--- src/rtl/render_rect_clip.sv ---
// Rectangle renderer with start/done handshake, ready backpressure, screen clipping,
// configurable border thickness and outline-only mode; streams one pixel per accepted cycle.
module render_rect_clip #(
  parameter int unsigned X_W      = 9,
  parameter int unsigned Y_W      = 8,
  parameter int unsigned COLOR_W  = 3,
  parameter int unsigned SCREEN_W = 320,
  parameter int unsigned SCREEN_H = 240,
  parameter int unsigned BT_W     = 4
) (
  input  logic               clk,
  input  logic               reset,
  input  logic               start,
  input  logic [X_W-1:0]     origin_x,
  input  logic [Y_W-1:0]     origin_y,
  input  logic [X_W-1:0]     width,
  input  logic [Y_W-1:0]     height,
  input  logic [COLOR_W-1:0] back_color,
  input  logic [BT_W-1:0]    border_thick,
  input  logic [COLOR_W-1:0] border_color,
  input  logic               fill_en,
  input  logic               ready,
  output logic               busy,
  output logic               done,
  output logic [X_W-1:0]     x_stream,
  output logic [Y_W-1:0]     y_stream,
  output logic [COLOR_W-1:0] color_stream,
  output logic               writeEn
);

  localparam logic [X_W:0] SCR_W = (X_W+1)'(SCREEN_W);
  localparam logic [Y_W:0] SCR_H = (Y_W+1)'(SCREEN_H);

  typedef enum logic [1:0] {S_IDLE, S_LOAD, S_SCAN, S_DONE} state_e;

  state_e state_q, state_d;

  // Rectangle description captured on start.
  logic [X_W-1:0]     ox_q, ox_d, w_q, w_d;
  logic [Y_W-1:0]     oy_q, oy_d, h_q, h_d;
  logic [COLOR_W-1:0] bc_q, bc_d, brc_q, brc_d;
  logic [BT_W-1:0]    t_q, t_d;
  logic               fill_q, fill_d;
  logic [X_W:0]       ex_q, ex_d;
  logic [Y_W:0]       ey_q, ey_d;

  // Presented pixel; x_q/y_q double as the scan counters.
  logic [X_W-1:0]     x_q, x_d;
  logic [Y_W-1:0]     y_q, y_d;
  logic [COLOR_W-1:0] col_q, col_d;
  logic               we_q, we_d, busy_q, busy_d, done_q, done_d;

  // Position following the current one in row-major order.
  logic [X_W:0]   x_inc;
  logic [Y_W:0]   y_inc;
  logic           wrap, last;
  logic [X_W-1:0] nx, px, dx;
  logic [Y_W-1:0] ny, py, dy;

  assign x_inc = {1'b0, x_q} + (X_W+1)'(1);
  assign y_inc = {1'b0, y_q} + (Y_W+1)'(1);
  assign wrap  = (x_inc == ex_q);
  assign last  = wrap && (y_inc == ey_q);
  assign nx    = wrap ? ox_q : x_inc[X_W-1:0];
  assign ny    = wrap ? y_inc[Y_W-1:0] : y_q;

  // The pixel about to be registered: the origin when leaving LOAD, else the successor.
  assign px = (state_q == S_LOAD) ? ox_q : nx;
  assign py = (state_q == S_LOAD) ? oy_q : ny;
  assign dx = px - ox_q;
  assign dy = py - oy_q;

  // Offsets are against the unclipped rectangle; dx+t>=w stands in for dx>=w-t without underflow.
  logic [X_W:0]       dx_w, tx;
  logic [Y_W:0]       dy_w, ty;
  logic               is_border, emit;
  logic [COLOR_W-1:0] pix_col;

  assign dx_w      = {1'b0, dx};
  assign dy_w      = {1'b0, dy};
  assign tx        = (X_W+1)'(t_q);
  assign ty        = (Y_W+1)'(t_q);
  assign is_border = (t_q != '0) &&
                     ((dx_w < tx) || (dx_w + tx >= {1'b0, w_q}) ||
                      (dy_w < ty) || (dy_w + ty >= {1'b0, h_q}));
  assign emit      = is_border || fill_q;
  assign pix_col   = is_border ? brc_q : bc_q;

  logic [X_W:0] sum_x;
  logic [Y_W:0] sum_y;
  logic         degenerate;

  assign sum_x      = {1'b0, ox_q} + {1'b0, w_q};
  assign sum_y      = {1'b0, oy_q} + {1'b0, h_q};
  assign degenerate = (w_q == '0) || (h_q == '0) ||
                      ({1'b0, ox_q} >= SCR_W) || ({1'b0, oy_q} >= SCR_H);

  always_comb begin
    // NOTE: every _d gets a hold default first so no branch can leave one unassigned and infer a latch.
    state_d = state_q;
    ox_d    = ox_q;
    oy_d    = oy_q;
    w_d     = w_q;
    h_d     = h_q;
    bc_d    = bc_q;
    brc_d   = brc_q;
    t_d     = t_q;
    fill_d  = fill_q;
    ex_d    = ex_q;
    ey_d    = ey_q;
    x_d     = x_q;
    y_d     = y_q;
    col_d   = col_q;
    we_d    = we_q;

    unique case (state_q)
      S_IDLE: begin
        if (start) begin
          ox_d    = origin_x;
          oy_d    = origin_y;
          w_d     = width;
          h_d     = height;
          bc_d    = back_color;
          brc_d   = border_color;
          t_d     = border_thick;
          fill_d  = fill_en;
          state_d = S_LOAD;
        end
      end
      S_LOAD: begin
        ex_d = (sum_x > SCR_W) ? SCR_W : sum_x;
        ey_d = (sum_y > SCR_H) ? SCR_H : sum_y;
        if (degenerate) begin
          state_d = S_DONE;
        end else begin
          state_d = S_SCAN;
          x_d     = px;
          y_d     = py;
          col_d   = pix_col;
          we_d    = emit;
        end
      end
      S_SCAN: begin
        // A skipped pixel advances unconditionally; an emitted one waits for ready.
        if (!we_q || ready) begin
          if (last) begin
            state_d = S_DONE;
            x_d     = '0;
            y_d     = '0;
            col_d   = '0;
            we_d    = 1'b0;
          end else begin
            x_d   = px;
            y_d   = py;
            col_d = pix_col;
            we_d  = emit;
          end
        end
      end
      S_DONE:  state_d = S_IDLE;
      default: state_d = S_IDLE;
    endcase

    busy_d = (state_d == S_LOAD) || (state_d == S_SCAN);
    done_d = (state_d == S_DONE);
  end

  always_ff @(posedge clk) begin
    // NOTE: sequential state uses non-blocking assignments so every register samples pre-edge values.
    if (reset) begin
      state_q <= S_IDLE;
      x_q     <= '0;
      y_q     <= '0;
      col_q   <= '0;
      we_q    <= 1'b0;
      busy_q  <= 1'b0;
      done_q  <= 1'b0;
    end else begin
      state_q <= state_d;
      x_q     <= x_d;
      y_q     <= y_d;
      col_q   <= col_d;
      we_q    <= we_d;
      busy_q  <= busy_d;
      done_q  <= done_d;
    end
  end

  // NOTE: the captured rectangle is always written before use (IDLE->LOAD), so it carries no reset.
  always_ff @(posedge clk) begin
    ox_q   <= ox_d;
    oy_q   <= oy_d;
    w_q    <= w_d;
    h_q    <= h_d;
    bc_q   <= bc_d;
    brc_q  <= brc_d;
    t_q    <= t_d;
    fill_q <= fill_d;
    ex_q   <= ex_d;
    ey_q   <= ey_d;
  end

  assign busy         = busy_q;
  assign done         = done_q;
  assign x_stream     = x_q;
  assign y_stream     = y_q;
  assign color_stream = col_q;
  assign writeEn      = we_q;

endmodule

--- config.mk ---
export PLATFORM = sky130hd
export DESIGN_NAME = render_rect_clip
export DESIGN_NICKNAME = d
export VERILOG_FILES = /design/src/rtl/render_rect_clip.sv
export SDC_FILE = /design/constraint.sdc
export NUM_CORES = 1
export LEC_CHECK = 0
export ABC_AREA = 1
export CAP_MARGIN = 10
export CELL_PAD_IN_SITES_DETAIL_PLACEMENT = 1
export CELL_PAD_IN_SITES_GLOBAL_PLACEMENT = 1
export CORE_MARGIN = 5
export CORE_UTILIZATION = 39
export DETAILED_ROUTE_END_ITERATION = 6
export GPL_TIMING_DRIVEN = 0
export PLACE_DENSITY_LB_ADDON = 0.15
export REMOVE_ABC_BUFFERS = 1
export SYNTH_ARGS = -nofsm -noshare
export SYNTH_HDL_FRONTEND = slang
export SYNTH_SLANG_ARGS = --single-unit
export TNS_END_PERCENT = 30
--- constraint.sdc ---
create_clock -name clk -period 5.5 [get_ports clk]
set_input_delay 0.55 -clock clk [delete_from_list [all_inputs] [get_ports clk]]
set_output_delay 0.55 -clock clk [all_outputs]
set_load 0.005 [all_outputs]
==> results of run 1 <==
[worst max-delay path, delay by kind of cell, from the launching register on]
kind	cells	cell delay [ns]
xor gates and xnor gates	2	0.43
DFF	1	0.36
adders and majority gates	5	1.33
and+or+nand+nor	18	2.36
buffers and inverters	3	0.13
AOI/OAI and AO/OA	6	1.17
[state kept, by name, indices dropped and copies added (netlist names)]
| name | cells |
|---|---|
| ey_q | 9 |
| color_stream | 3 |
| t_q | 4 |
| done | 1 |
| state_q | 2 |
| h_q | 8 |
| ex_q | 10 |
| x_stream | 9 |
| w_q | 9 |
| ox_q | 9 |
| fill_q | 1 |
| writeEn | 1 |
| busy | 1 |
| brc_q | 3 |
| y_stream | 8 |
| oy_q | 8 |
| bc_q | 3 |
[routing by layer]
metal	wire, um	up-vias	share of wire (%)
li1	-	2824	-
met1	8930	2808	46
met2	9510	91	49
met3	491	26	2.5
met4	394	0	2.0
met5	0	-	0
[layout make-up]
class	instances	area share, %
Clock buffer	10	2.88
Clock inverter	6	0.784
Inverter	137	6.26
Multi-Input combinational cell	559	45.9
Sequential cell	89	29.4
Tap cell	220	3.32
Timing Repair Buffer	98	11.5
[cells in the final DEF, fill, tap and decap left out, types with 17 or more instances in the layout]
cell,Yosys,final
nand2_1,150,143
inv_1,131,125
clkdlybuf4s50_1,0,71
ha_1,74,68
edfxtp_1,64,64
a21oi_1,58,55
nor2_1,56,50
nand3_1,41,38
o21ai_0,29,25
buf_4,1,23
xor2_1,22,21
dfxtp_1,25,18
nand2_2,12,17
[worst max path at each step]
stage	from	end	slack, ns
finish	x_stream[1]	color_stream[0]	-0.41
global route	x_stream[0]	writeEn	-0.71
CTS	x_stream[1]	color_stream[0]	-0.63
detailed placement	x_stream[0]	color_stream[0]	-1.64
global placement	x_stream[0]	color_stream[1]	-1.47
floorplan	x_stream[0]	color_stream[2]	-0.16
[what timing repair did]
| action | CTS | global route |
|---|---|---|
| setup buffers | 21 | 2 |
| pin swaps | 29 | 25 |
| gates resized for setup | 41 | 26 |
| setup endpoints to repair | 4 | 4 |
[metrics by stage]
stage | TNS [ns] | util (%)
5_1_grt | -2.81 | 50.2
2_1_floorplan | -0.625 | -
6_report | -1.61 | 50.2
4_1_cts | -2.44 | 49.5
3_5_place_dp | -6.48 | 45.8
3_3_place_gp | -5.85 | 45.3
[cells by family after synthesis]
| logic type | Yosys count |
|---|---|
| DFF | 89 |
| and+or+nand+nor | 319 |
| other | 1 |
| adders and majority gates | 80 |
| AOI/OAI and AO/OA | 118 |
| xor gates and xnor gates | 40 |
| buffers and inverters | 148 |
==> impl_metrics.toml, run 1 <==
[floorplanning]
die-height_um = 140
dieArea_um2 = 19500
core_area_um2 = 16500
ios = 72
core.rowCount = 47
initial_utilization_pct = 39.6
fp.dieW_um = 140

[clock_network]
cts_max_level = 3
cts_made_buffers = 9
clk_pin_slew_ns = 0.07
cts-root-buf = "clkbuf_16"
clk-insertion-delay-late_ns = 0.36
cts_tree = "built"
cts.path.max_buffers = 2
clock_sinks = 89
ctsHoldBuffers = 0

[route]
routed-via-count = 5749
via_per_inst = 5.14
drt_iter0_markers = 230
firstDrtPassIters = 4
drcViolationCount = 0
wl_um = 19300
antenna_left = 0
wl_per_cell_um = 17.3

[synth]
yosys_warnings = 0
synth_cell_types = 52
yosys.area_share.simple_pct = 22.9
synth_xor_area_share_pct = 5.35
synth.top_cell.area_share_pct = 29.4
synth.yosys.seq_area_share_pct = 37.0
synthAdderAreaFrac_pct = 16.0
yosys_register_bits = 89
ys_top_cells_by_area = "edfxtp_1 (29%), ha_1 (14%), nand2_1 (8.6%)"
synth-compound-area-share_pct = 10.1
netlist_top_cells_count = "nand2_1 (150), inv_1 (131), ha_1 (74)"
synthFlopType = "edfxtp_1"
yosysMostFrequentCell = "nand2_1"
synthesis.area_um2 = 6550
async_reset_ff_share_pct = 0
synth_top_cell_by_area = "edfxtp_1"
synth-edff-count = 64
synth_top_family_by_area = "simple AND/OR/NAND/NOR gates"
synth_mux_area_share_pct = 0
syn_avg_cell_area_um2 = 8.23
synthCells = 795

[layout]
finalNonFillerCells = 1119
drive_above_1_share_pct = 15.0
syn2layout_area_growth_pct = 26.7
fin_area_um2 = 8290
seq_area_um2 = 2440
fin_nets = 1023
multi_input_area_um2 = 3810
nFillCells = 1963
antenna_cells = 0

[hold_path]
holdPathStages = 2
holdCritPathClass = "register to register"
min-delay-start = "color_stream[2]"
hold_path_end = "color_stream[2]"

[flow_run]
max_cap_violations = 0

[critical_path]
cp_slowest_cell = "fa_2"
endpoint_kind = "register"
crit-reg2reg-launch = "x_stream[1]"
worstPathMaxFanout = 4
critPathMaxStageDelay_ns = 0.39
worstPathRequired_ns = 5.77
r2r-end = "color_stream[0]"
critical_path_class = "register to register"
startpoint_type = "register"
rrSetupSlack_ns = -0.41
r2r_cells = 34
cp.arrival_ns = 6.18

[global_routing]
grt_max_degree = 39
grt_pass1_vias = 6252
grt.busiest_layer = "met2"
grt_use_met1_pct = 25.4
grt_pass1_wl_um = 31400
use_met3_pct = 2.85
antenna_found_initial = 0
use_met2_pct = 34.6
grt_usage_pct = 20.0
grt_overflow = 0

[sta]
finClkSkew_ns = 0.0103
fin_crit_ns = 5.91
tightest_slew_ns = 1.17
worst_slack_ns = -0.409
max_slew_margin_pct = 22.0
rsz0062_at_grt = "true"
fin_hold_ws_ns = 0.479
hold_viol = 0
setup_viol = 4
fin_crit_sh_pct = 107
fmax_mhz = 169
maxSlewViolCount = 0

[outcome]
failed_checks = "setup timing"
status = "finished, violations left"

[placed_design]
post-place-ws_ns = -1.64
dpl.hpwl_um = 15200
routabilityCongestion = 0.842
placed_area_um2 = 7570
portBuffers = 71
place_inst = 1081
Power of run 1 is left out: the tool's default activity adds up to more than one toggle a clock period on the data nets, which glitch-free logic cannot reach.
==> inputs of run 2 (changes only) <==
--- a/config.mk
+++ b/config.mk
@@ -13,7 +13,7 @@
 export CORE_UTILIZATION = 39
 export DETAILED_ROUTE_END_ITERATION = 6
 export GPL_TIMING_DRIVEN = 0
-export PLACE_DENSITY_LB_ADDON = 0.15
+export PLACE_DENSITY = 0.83
 export REMOVE_ABC_BUFFERS = 1
 export SYNTH_ARGS = -nofsm -noshare
 export SYNTH_HDL_FRONTEND = slang
==> impl_metrics.toml, run 2 (synthesis results as in run 1) <==
[critical_path]
cp.arrival_ns = 6.03
endpoint_kind = "register"
worstPathRequired_ns = 5.70
startpoint_type = "register"
critical_path_class = "register to register"
worstPathMaxFanout = 5
critPathMaxStageDelay_ns = 0.39
cp_slowest_cell = "fa_2"
path_common_cell = "nand2_1"

[floorplanning]
fp.dieW_um = 140
initial_utilization_pct = 39.6
dieArea_um2 = 19500
core_area_um2 = 16500
die-height_um = 140
ios = 72
core.rowCount = 47

[global_routing]
grt_pass1_wl_um = 30000
grt_usage_pct = 19.0
grt_pass1_vias = 6092
antenna_found_initial = 0
grt_overflow = 0
grt_max_degree = 37

[clock_network]
clk-insertion-delay-late_ns = 0.36
cts-root-buf = "clkbuf_16"
clock_sinks = 89
clk_pin_slew_ns = 0.07
cts.path.max_buffers = 2
ctsHoldBuffers = 0
cts_tree = "built"
cts_max_level = 3
cts_made_buffers = 9

[sta]
setup_viol = 4
tightest_slew_ns = 1.22
fin_crit_ns = 5.83
maxSlewViolCount = 0
rsz0062_at_grt = "true"
hold_viol = 0
fin_crit_sh_pct = 106
fmax_mhz = 171
worst_slack_ns = -0.331
max_slew_margin_pct = 18.7
finClkSkew_ns = 0.00936

[route]
routed-via-count = 5624
wl_per_cell_um = 16.4
drcViolationCount = 0
drt_iter0_markers = 271
antenna_left = 0
firstDrtPassIters = 4
wl_met3_um = 758
via_per_inst = 5.07
wl_um = 18200
top_layer_used = "met4"
wl_met2_um = 8930
met1_length_um = 8120

[power]
power_density_nw_per_um2 = 722
power_uw = 5870
p_leak_uw = 0.00357
max-vdd-ir-drop_mv = 0.293

[placed_design]
place_inst = 1081
dpl.hpwl_um = 14200
post-place-ws_ns = -1.52
portBuffers = 71
placed_area_um2 = 7570
routabilityCongestion = 0.845

[outcome]
failed_checks = "setup timing"
status = "finished, violations left"

[layout]
multi_input_area_um2 = 3750
largest_reg_flops = 10
seq_area_um2 = 2430
layout_common_cells = "nand2_1 (147), inv_1 (127), clkdlybuf4s50_1 (71), ha_1 (70), edfxtp_1 (64)"
finalNonFillerCells = 1109
drive_above_1_share_pct = 12.4
fin_nets = 1013
final_common_cell = "nand2_1"
fin_area_um2 = 8130
antenna_cells = 0
regMostFlops = "ex_q"
nFillCells = 1972
syn2layout_area_growth_pct = 24.2

[hold_path]
holdCritPathClass = "register to register"

[flow_run]
max_cap_violations = 0
-- run 2: final timing paths --
check | start | end | slack, ns | cells after the start
max | x_stream[0] | color_stream[2] | -0.33 | 37
min | color_stream[1] | color_stream[1] | 0.47 | 2
max reg2reg | x_stream[0] | color_stream[2] | -0.33 | 37
min reg2reg | color_stream[1] | color_stream[1] | 0.47 | 2
-- run 2: layer usage --
metal	GRT usage (%)	up-vias
met4	6.68	0
met1	23.9	2668
li1	-	2809
met3	2.64	28
met2	33.4	119
met5	0	-
-- run 2: report_power, final --
part	total (uW)	switching [uW]	internal, uW
combinational	4110	2430	1680
clock	593	285	308
sequential	1160	173	988
-- run 2: final cells by class --
cell class,count,share of cell area (%)
multi-input combinational,559,46.1
sequential,89,29.9
timing repair buffer,88,10.8
inverter,137,6.39
tap,220,3.39
clock buffer,10,2.82
clock inverter,6,0.508
-- run 2: metrics by stage --
stage / utilization [%] / TNS (ns) / hold slack [ns]
after global routing: 49.2 / -2.95 / 0.493
after detailed placement: 45.8 / -6.07 / 0.457
after global placement: 45.3 / -5.87 / 0.453
final: 49.2 / -1.32 / 0.470
after floorplan: - / -0.625 / 0.456
after CTS: 48.9 / -1.87 / 0.468
-- run 2: what timing repair did --
item | 4_1_cts | 5_1_grt
resized for setup | 37 | 16
setup buffers | 11 | 1
pin swaps | 24 | 13
setup endpoints to repair | 4 | 4
-- run 2: worst max-delay path: cells and delay by family, from the launching register on --
| family | cells | cell delay, ns |
|---|---|---|
| AND/OR/NAND/NOR | 22 | 3.10 |
| adder cells (fa/ha/maj) | 5 | 1.25 |
| AO/OA/AOI/OAI | 4 | 0.47 |
| flip-flops | 1 | 0.35 |
| buffers and inverters | 5 | 0.27 |
| XOR/XNOR | 1 | 0.24 |
Note: power is estimated with default switching activity, not from simulation.
==> inputs of run 3 (changes only) <==
--- a/config.mk
+++ b/config.mk
@@ -14,6 +14,7 @@
 export DETAILED_ROUTE_END_ITERATION = 6
 export GPL_TIMING_DRIVEN = 0
 export PLACE_DENSITY = 0.83
+export RECOVER_POWER = 100
 export REMOVE_ABC_BUFFERS = 1
 export SYNTH_ARGS = -nofsm -noshare
 export SYNTH_HDL_FRONTEND = slang
==> impl_metrics.toml, run 3 (synthesis results as in run 1) <==
[route]
via_per_inst = 5.06
wl_met3_um = 642
wl_um = 18200
met1_length_um = 8180
wl_per_cell_um = 16.4
firstDrtPassIters = 4
drt_iter0_markers = 267
wl_met2_um = 8950
antenna_left = 0
routed-via-count = 5615
drcViolationCount = 0
top_layer_used = "met4"

[critical_path]
cp_slowest_cell = "fa_2"
critical_path_class = "register to register"
r2r-end = "color_stream[2]"
cp.arrival_ns = 6.05
critPathMaxStageDelay_ns = 0.39
r2r_cells = 37
endpoint_kind = "register"
crit-reg2reg-launch = "x_stream[0]"
path_common_cell = "nand2_1"
worstPathRequired_ns = 5.69
rrSetupSlack_ns = -0.35
worstPathMaxFanout = 5
startpoint_type = "register"
crit_end = "color_stream[2]"
cp-startpoint = "x_stream[0]"

[floorplanning]
core.rowCount = 47
fp.dieW_um = 140
core_area_um2 = 16500
initial_utilization_pct = 39.6
die-height_um = 140
ios = 72
dieArea_um2 = 19500

[clock_network]
ctsHoldBuffers = 0
cts-root-buf = "clkbuf_16"
clk_pin_slew_ns = 0.07
cts_made_buffers = 9
clock_sinks = 89
cts_tree = "built"
cts.path.max_buffers = 2
cts_max_level = 3
clk-insertion-delay-late_ns = 0.36

[global_routing]
grt_usage_pct = 19.0
grt_overflow = 0
grt_pass1_wl_um = 30000
grt_pass1_vias = 6092
grt_max_degree = 37
antenna_found_initial = 0

[sta]
fin_crit_sh_pct = 106
setup_viol = 4
maxSlewViolCount = 37
max_slew_margin_pct = -37.1
tns_ns = -1.38
fmax_mhz = 171
worst_slack_ns = -0.351
rsz0062_at_grt = "true"
finClkSkew_ns = 0.0100
hold_viol = 0
fin_crit_ns = 5.85
tightest_slew_ns = 2.06

[power]
power_density_nw_per_um2 = 721
p_leak_uw = 0.00360
max-vdd-ir-drop_mv = 0.293

[layout]
layout_common_cells = "nand2_1 (147), inv_1 (128), ha_1 (70), edfxtp_1 (64), a21oi_1 (57)"
regMostFlops = "ex_q"
syn2layout_area_growth_pct = 23.9
fin_area_um2 = 8110
fin_nets = 1013
final_common_cell = "nand2_1"
finalNonFillerCells = 1109
drive_above_1_share_pct = 12.1
largest_reg_flops = 10
antenna_cells = 0

[flow_run]
max_cap_violations = 1

[hold_path]
holdCritPathClass = "register to register"

[outcome]
failed_checks = "capacitance limit, slew limit, setup timing"
status = "finished, violations left"

[placed_design]
dpl.hpwl_um = 14200
portBuffers = 71
placed_area_um2 = 7570
routabilityCongestion = 0.845
place_inst = 1081
post-place-ws_ns = -1.52
run 3: changes by cell type in the layout (fill, tap and decap cells not counted), sizes merged:
cell           delta
buf               -1
clkdlybuf4s50    -53
dlygate4sd3      +53
clkbuf            +1
run 3: area by class of cell:
type                            instances  area, um2
Multi-Input combinational cell        559       3750
Tap cell                              220        275
Inverter                              137        519
Timing Repair Buffer                   88        866
Fill cell                            1975       8410
Clock buffer                           10        229
Clock inverter                          6       41.3
Sequential cell                        89       2430
run 3: through the flow:
stage	util (%)	hold WS [ns]	total power (uW)
finish	49.1	0.463	5850
global route	49.1	0.490	6480
CTS	48.9	0.468	5840
detailed placement	45.8	0.457	4950
global placement	45.3	0.453	4690
floorplan	-	0.456	3830
run 3: report_power, final:
part | switching, uW | internal, uW | leakage [uW] | total, uW
Combinational | 2430 | 1660 | 0.00265 | 4090
Clock | 283 | 308 | 0.000131 | 592
Sequential | 172 | 994 | 0.000810 | 1170
Total | 2890 | 2960 | 0.00360 | 5850
run 3: timing repair:
action                     CTS  global route
setup endpoints to repair    4             4
buffers inserted            11             1
gates resized for setup     37            16
pin swaps                   24            13
run 3: critical path: cells and delay by family, from the launching register on:
family / cells / cell delay (ns)
flip-flops: 1 / 0.35
AND/OR/NAND/NOR: 22 / 3.12
XOR/XNOR: 1 / 0.24
adder cells (fa/ha/maj): 5 / 1.25
AO/OA/AOI/OAI: 4 / 0.47
buffers and inverters: 5 / 0.27
run 3: how the worst min path moves through the flow:
stage / start / to / slack (ns) / cells past startpoint
global route: color_stream[1] / color_stream[1] / 0.49 / 2
global placement: color_stream[1] / color_stream[1] / 0.45 / 2
floorplan: color_stream[0] / color_stream[0] / 0.46 / 2
detailed placement: color_stream[0] / color_stream[0] / 0.46 / 2
finish: color_stream[1] / color_stream[1] / 0.46 / 2
CTS: color_stream[0] / color_stream[0] / 0.47 / 2
run 3: per-layer routing:
layer	vias to the layer above	global-route usage (%)
met5	-	0
met4	0	6.68
met3	27	2.64
met2	95	33.4
met1	2684	23.9
li1	2809	-
